$ cat src/rtl/mem_access.sv
// mem_access -- MEM-stage data-memory access controller.
//
// Turns the EX/MEM load/store request into a handshake with a data memory
// that can take a variable number of cycles (completion signalled by
// d_ready), and stalls the earlier pipeline stages for the duration.
//
// Ports
//   Clk, Reset                 clock, asynchronous active-high reset
//   EX_MEM_MemRead/MemWrite    load / store request (store wins if both set)
//   EX_MEM_ALUOut              effective address
//   EX_MEM_WriteData           store data
//   d_readM, d_writeM          data-memory strobes, high only while accessing
//   d_address, d_wdata         latched address / store data to the memory
//   d_rdata, d_ready           memory read data and completion acknowledge
//   MemData                    registered load result (to MEM/WB)
//   Mem_Stall                  freeze PC, IF/ID, ID/EX, EX/MEM
//   Mem_Error                  one-cycle pulse when an access is aborted
//
// Optional feature: define MEM_TIMEOUT_EN to abort an access that has not
// completed within TIMEOUT_CYCLES cycles. Without it the controller waits
// indefinitely and Mem_Error is constant 0.

`ifndef WORD_SIZE
`define WORD_SIZE 16
`endif

module mem_access #(
  parameter int TIMEOUT_CYCLES = 15
) (
  input  logic                  Clk,
  input  logic                  Reset,
  input  logic                  EX_MEM_MemRead,
  input  logic                  EX_MEM_MemWrite,
  input  logic [`WORD_SIZE-1:0] EX_MEM_ALUOut,
  input  logic [`WORD_SIZE-1:0] EX_MEM_WriteData,
  output logic                  d_readM,
  output logic                  d_writeM,
  output logic [`WORD_SIZE-1:0] d_address,
  output logic [`WORD_SIZE-1:0] d_wdata,
  input  logic [`WORD_SIZE-1:0] d_rdata,
  input  logic                  d_ready,
  output logic [`WORD_SIZE-1:0] MemData,
  output logic                  Mem_Stall,
  output logic                  Mem_Error
);

  if (TIMEOUT_CYCLES < 1 || TIMEOUT_CYCLES > 255) begin : g_bad_timeout
    $error("mem_access: TIMEOUT_CYCLES must be in 1..255");
  end

  typedef enum logic [1:0] {
    IDLE   = 2'd0,
    ACCESS = 2'd1,
    DONE   = 2'd2
  } state_t;

  state_t state, state_nxt;

  logic                  req;
  logic                  timeout_hit;
  logic [`WORD_SIZE-1:0] addr_p0;
  logic [`WORD_SIZE-1:0] wdata_p0;
  logic                  is_write_p0;

  assign req = EX_MEM_MemRead | EX_MEM_MemWrite;

  // State register
  always_ff @(posedge Clk or posedge Reset) begin
    if (Reset) state <= IDLE;
    else       state <= state_nxt;
  end

  // Next state and outputs. d_ready outside ACCESS has no effect because it
  // is only consulted in the ACCESS arm.
  always_comb begin
    state_nxt = state;
    Mem_Stall = 1'b0;
    d_readM   = 1'b0;
    d_writeM  = 1'b0;
    unique case (state)
      IDLE: begin
        if (req) begin
          Mem_Stall = 1'b1;
          state_nxt = ACCESS;
        end
      end
      ACCESS: begin
        Mem_Stall = 1'b1;
        d_readM   = ~is_write_p0;
        d_writeM  = is_write_p0;
        if (d_ready || timeout_hit) state_nxt = DONE;
      end
      DONE: begin
        // Stall drops here so the pipeline advances past this instruction
        // before the controller is back in IDLE; no re-issue.
        state_nxt = IDLE;
      end
      default: state_nxt = IDLE;
    endcase
  end

  // Request capture (p0) and load result
  always_ff @(posedge Clk or posedge Reset) begin
    if (Reset) begin
      addr_p0     <= '0;
      wdata_p0    <= '0;
      is_write_p0 <= 1'b0;
      MemData     <= '0;
    end else begin
      if (state == IDLE && req) begin
        addr_p0     <= EX_MEM_ALUOut;
        wdata_p0    <= EX_MEM_WriteData;
        // A store takes priority when both request bits are set.
        is_write_p0 <= EX_MEM_MemWrite;
      end
      if (state == ACCESS) begin
        // Completion beats a timeout landing on the same cycle.
        if (d_ready) begin
          if (!is_write_p0) MemData <= d_rdata;
        end else if (timeout_hit && !is_write_p0) begin
          MemData <= '1;
        end
      end
    end
  end

  assign d_address = addr_p0;
  assign d_wdata   = wdata_p0;

`ifdef MEM_TIMEOUT_EN
  localparam logic [7:0] TO_LAST = 8'(TIMEOUT_CYCLES - 1);

  logic [7:0] to_cnt;
  logic       err_q;

  // Counts ACCESS cycles without d_ready; the abort fires on the cycle the
  // count would reach TIMEOUT_CYCLES, i.e. after exactly that many cycles.
  assign timeout_hit = (state == ACCESS) && !d_ready && (to_cnt == TO_LAST);

  always_ff @(posedge Clk or posedge Reset) begin
    if (Reset) begin
      to_cnt <= 8'd0;
      err_q  <= 1'b0;
    end else begin
      if (state == IDLE && req)            to_cnt <= 8'd0;
      else if (state == ACCESS && !d_ready) to_cnt <= to_cnt + 8'd1;
      // Registered so the pulse lines up with the DONE cycle.
      err_q <= timeout_hit;
    end
  end

  assign Mem_Error = err_q;
`else
  assign timeout_hit = 1'b0;
  assign Mem_Error   = 1'b0;
`endif

endmodule

$ cat config.mk
export PLATFORM = sky130hd
export DESIGN_NAME = mem_access
export DESIGN_NICKNAME = d
export VERILOG_FILES = /design/src/rtl/mem_access.sv
export SDC_FILE = /design/constraint.sdc
export NUM_CORES = 1
export LEC_CHECK = 0
export CAP_MARGIN = 20
export CORE_MARGIN = 4
export CORE_UTILIZATION = 42
export CTS_BUF_LIST = sky130_fd_sc_hd__clkbuf_4 sky130_fd_sc_hd__clkbuf_8 sky130_fd_sc_hd__clkbuf_16
export CTS_CLUSTER_DIAMETER = 30
export CTS_CLUSTER_SIZE = 40
export DETAILED_ROUTE_END_ITERATION = 10
export GPL_ROUTABILITY_DRIVEN = 0
export PLACE_DENSITY = 0.85
export SLEW_MARGIN = 25
export SYNTH_ARGS = -nofsm -noshare
export SYNTH_HDL_FRONTEND = slang
export SYNTH_SLANG_ARGS = --single-unit
$ cat constraint.sdc
create_clock -name Clk -period 4.5 [get_ports Clk]
set_clock_uncertainty 0.15 [all_clocks]
set_input_delay 0.675 -clock Clk [delete_from_list [all_inputs] [get_ports Clk]]
set_output_delay 0.675 -clock Clk [all_outputs]
set_load 0.1 [all_outputs]
---- Word level (Yosys, flattened, before mapping) ----
Index checks and enable logic that the tools add are counted.
cells by class
  bitwise logic cells ..................... 2
  eq/ne operators ......................... 3
  mux-type cells .......................... 7
  reduce and logical (&&, ||, !) cells .... 4
operator list
  cell                  count
  $mux W2               2
  $ne A2 B2 Y1 const B  2
  $pmux W2 S2           1
  $mux W1               3
  $reduce_and A3 Y1     1
  $eq A2 B1 Y1 const B  1
  $logic_not A2 Y1      1
  $pmux W1 S2           1
  $reduce_and A2 Y1     1
  $logic_and A1 B1 Y1   1
  $not A1 Y1            1
  $or A1 B1 Y1          1
word-level totals
  bits of input ports ..................... 53
  bits in registers ....................... 51
  logic and storage cells ................. 21

---- Logic depth before layout (Yosys ltp) ----
  depth after elaboration ................. 3
  depth in mapped cells ................... 5

---- Worst setup path before layout ----
No wires, ideal clock.
  path type ............................... flip-flop to output port
  start ................................... reg state[1]
  end ..................................... out d_readM
  path buffers ............................ 0
  stages on the path, launching flop included .. 2
  slack ................................... 1.046 ns
  arrival ................................. 2.629 ns
  cells stage by stage .................... dfrtp_1 -> nor3b_1
between the ends
  word-level cells in the longest chain between the ends .. 2
ends and longest elaborated chain
  item                      RTL line  text
  start: declaration        57        state_t state, state_nxt;
  start signal: assignment  70        else state <= state_nxt;
  $eq A2 B1 Y1              80        unique case (state)
  $mux W1                   80
  end: declaration          36        output logic d_readM,
Every way passes these cells.

---- Worst setup path after layout ----
Ends and elaborated chain as after synthesis.

==> out/metrics.csv <==
metric;value;unit
Final Max Slew Viols;0;
CP max FO;6;
Setup crit end;d_readM;
CTS sink count;51;
Netlist cell types;18;
Slew headroom;33.40;%
Ports;105;
Buf+Inv Stages, Crit Path;1;
placed insts;268;
Filler cells;321;
final period demand of the worst path;2921;ps
Routed wire per std cell;16.10;um
nature of the critical path endpoint;output port;
syn nets;171;
Min Hold Slack;359.8;ps
worst r2r path cells;4;
DR vias/cell;4.736;
core area;4474;um^2
vias in the first global route;1459;
sequential area share after synthesis;63.71;%
Storage cell area;1276;um^2
largest cells by area after synthesis;dfrtp_1 (64%), mux2_2 (21%), mux2_4 (7.5%);
CTS HTree Levels;2;
Routed WL;4443;um
Area after DPL;3045;um^2
Max Cap Violations;0;
multi-input logic area;661.9;um^2
compound-gate portion of the synthesized area;1.187;%
layout cells sized above 1;27.23;%
#FFs+latches synth;51;
Hold Fails Final Rpt;0;
Synth Area in XOR/XNOR;0;%
status;finished clean;
CTS max path bufs;2;
Starting Density;44.77;%
CTS Buf Count;5;
clk slew on worst S/H paths;80;ps
Post-Synth Simple-Gate Area;2.811;%
hpwl dp;3439;um
synthesized area per cell;16.98;um^2
Critical R2R Capture;d_wdata[1];
CP Cell Sequence;nor3b_1 > clkdlybuf4s50_1;
number of diodes;0;
First-pass DRT Iterations;2;
area share of the largest cell type after synthesis;63.71;%
critical path depth in cells;2;
Nets;276;
cell with the largest stage delay on the worst path;clkdlybuf4s50_1;
gr ovfl total;0;
Hold WC Path Type;reg -> reg;
die height;77.06;um
Netlist Area Pre-Place;2003;um^2
initial antenna violation count;0;
Final ANT Viol Nets;0;
Synth Area in Adders;0;%
DRC viols;0;
die footprint;5938;um^2
Syn. warnings;0;
clock root buffer;clkbuf_8;
CTS resizes;0;
crit path kind;reg -> out;
non-filler instance count after layout;276;
area delta synth->final;56.46;%
most frequent cells in the layout;clkdlybuf4s50_1 (102), dfrtp_1 (51), mux2_2 (38), mux2_4 (10), clkbuf_8 (5);
DR vias;1307;
global-route wire length before repair;7300;um
Iteration-0 DRC Markers;35;
CP required;3670;ps
CTS Hold Bufs;0;
Worst Hold Depth;1;
Yosys top cell by area;dfrtp_1;
Tightest Pin Transition;995.9;ps
fin area;3134;um^2
TritonCTS clock tree;yes;
Worst path top cell family by delay;buffers and inverters;
commonest non-fill, non-tap cell in the layout;clkdlybuf4s50_1;
setup_tns;0;ps
startpoint types;flip-flop;
Worst path max stage delay;1160;ps
largest net degree at the start of global routing;52;
r2r setup slk;2240;ps
Cells after Synth;118;
final setup vio count;0;
I/O Buffers;103;
RSZ-0062 raised after global routing;no;
largest family of logic cells by synthesized area;multiplexers;
critical path arrival;2100;ps
gr usage total;15.58;%
post-synthesis mux area share;28.86;%
Worst R2R Start;state[0];
worst setup path start;state[1];
std cell rows;24;
Tcrit/Tclk final;64.91;%
fmax;342.4;MHz
Die X-Extent;77.06;um
# Post-CTS Setup Buffers;0;
Worst-Skew Late Latency;280;ps
-- cell usage after synthesis, drive strengths merged --
cell type,n
nand2,1
nor2b,1
a22o,1
nor2,2
dfrtp,51
a211oi,1
mux2,48
conb,1
inv,1
buf,6
and3b,2
o21a,1
nor3b,1
nor3,1
-- routing by layer --
| metal | track usage [%] | vias to the layer above | share of wire, % |
|---|---|---|---|
| li1 | - | 615 | - |
| met1 | 18.62 | 646 | 40 |
| met2 | 28.14 | 44 | 55 |
| met3 | 3.513 | 2 | 5.2 |
| met4 | 4.270 | 0 | 0.61 |
| met5 | 0 | - | 0 |
-- state kept, by name, indices dropped and copies added (netlist names) --
name         flops
MemData         16
d_address       16
d_wdata         16
state            2
is_write_p0      1
-- kinds of logic (layout without fill, tap and decap cells) --
kind of cell,count (synthesis),after routing
and+or+nand+nor,8,8
muxes,48,48
AOI/OAI and AO/OA,3,3
buffers and inverters,7,113
DFF,51,51
other,1,1
-- worst min-delay path by stage --
| stage | from | to | slack (ps) |
|---|---|---|---|
| global placement | d_wdata[7] | d_wdata[7] | 340 |
| floorplan | state[1] | state[0] | 330 |
| CTS | d_address[0] | d_address[0] | 360 |
| detailed placement | MemData[4] | MemData[4] | 340 |
| finish | d_wdata[2] | d_wdata[2] | 360 |
| global route | d_wdata[12] | d_wdata[12] | 380 |
-- per-stage QoR --
step | utilization [%] | worst slack, ps
3_5_place_dp | 68.06 | 1673
2_1_floorplan | - | 1046
3_3_place_gp | 68.01 | 1724
4_1_cts | 70.05 | 1566
5_1_grt | 70.05 | 1489
6_report | 70.05 | 1579
-- cell type report --
class	instances	area share (%)
Clock buffer	7	2.675
Inverter	1	0.1996
Multi-Input combinational cell	60	21.12
Sequential cell	51	40.72
Tap cell	52	2.076
Timing Repair Buffer	104	33.05
Clock inverter	1	0.1597
Power is not shown: default switching activity piles up to over one toggle a cycle in this logic, so the estimate is an artifact.
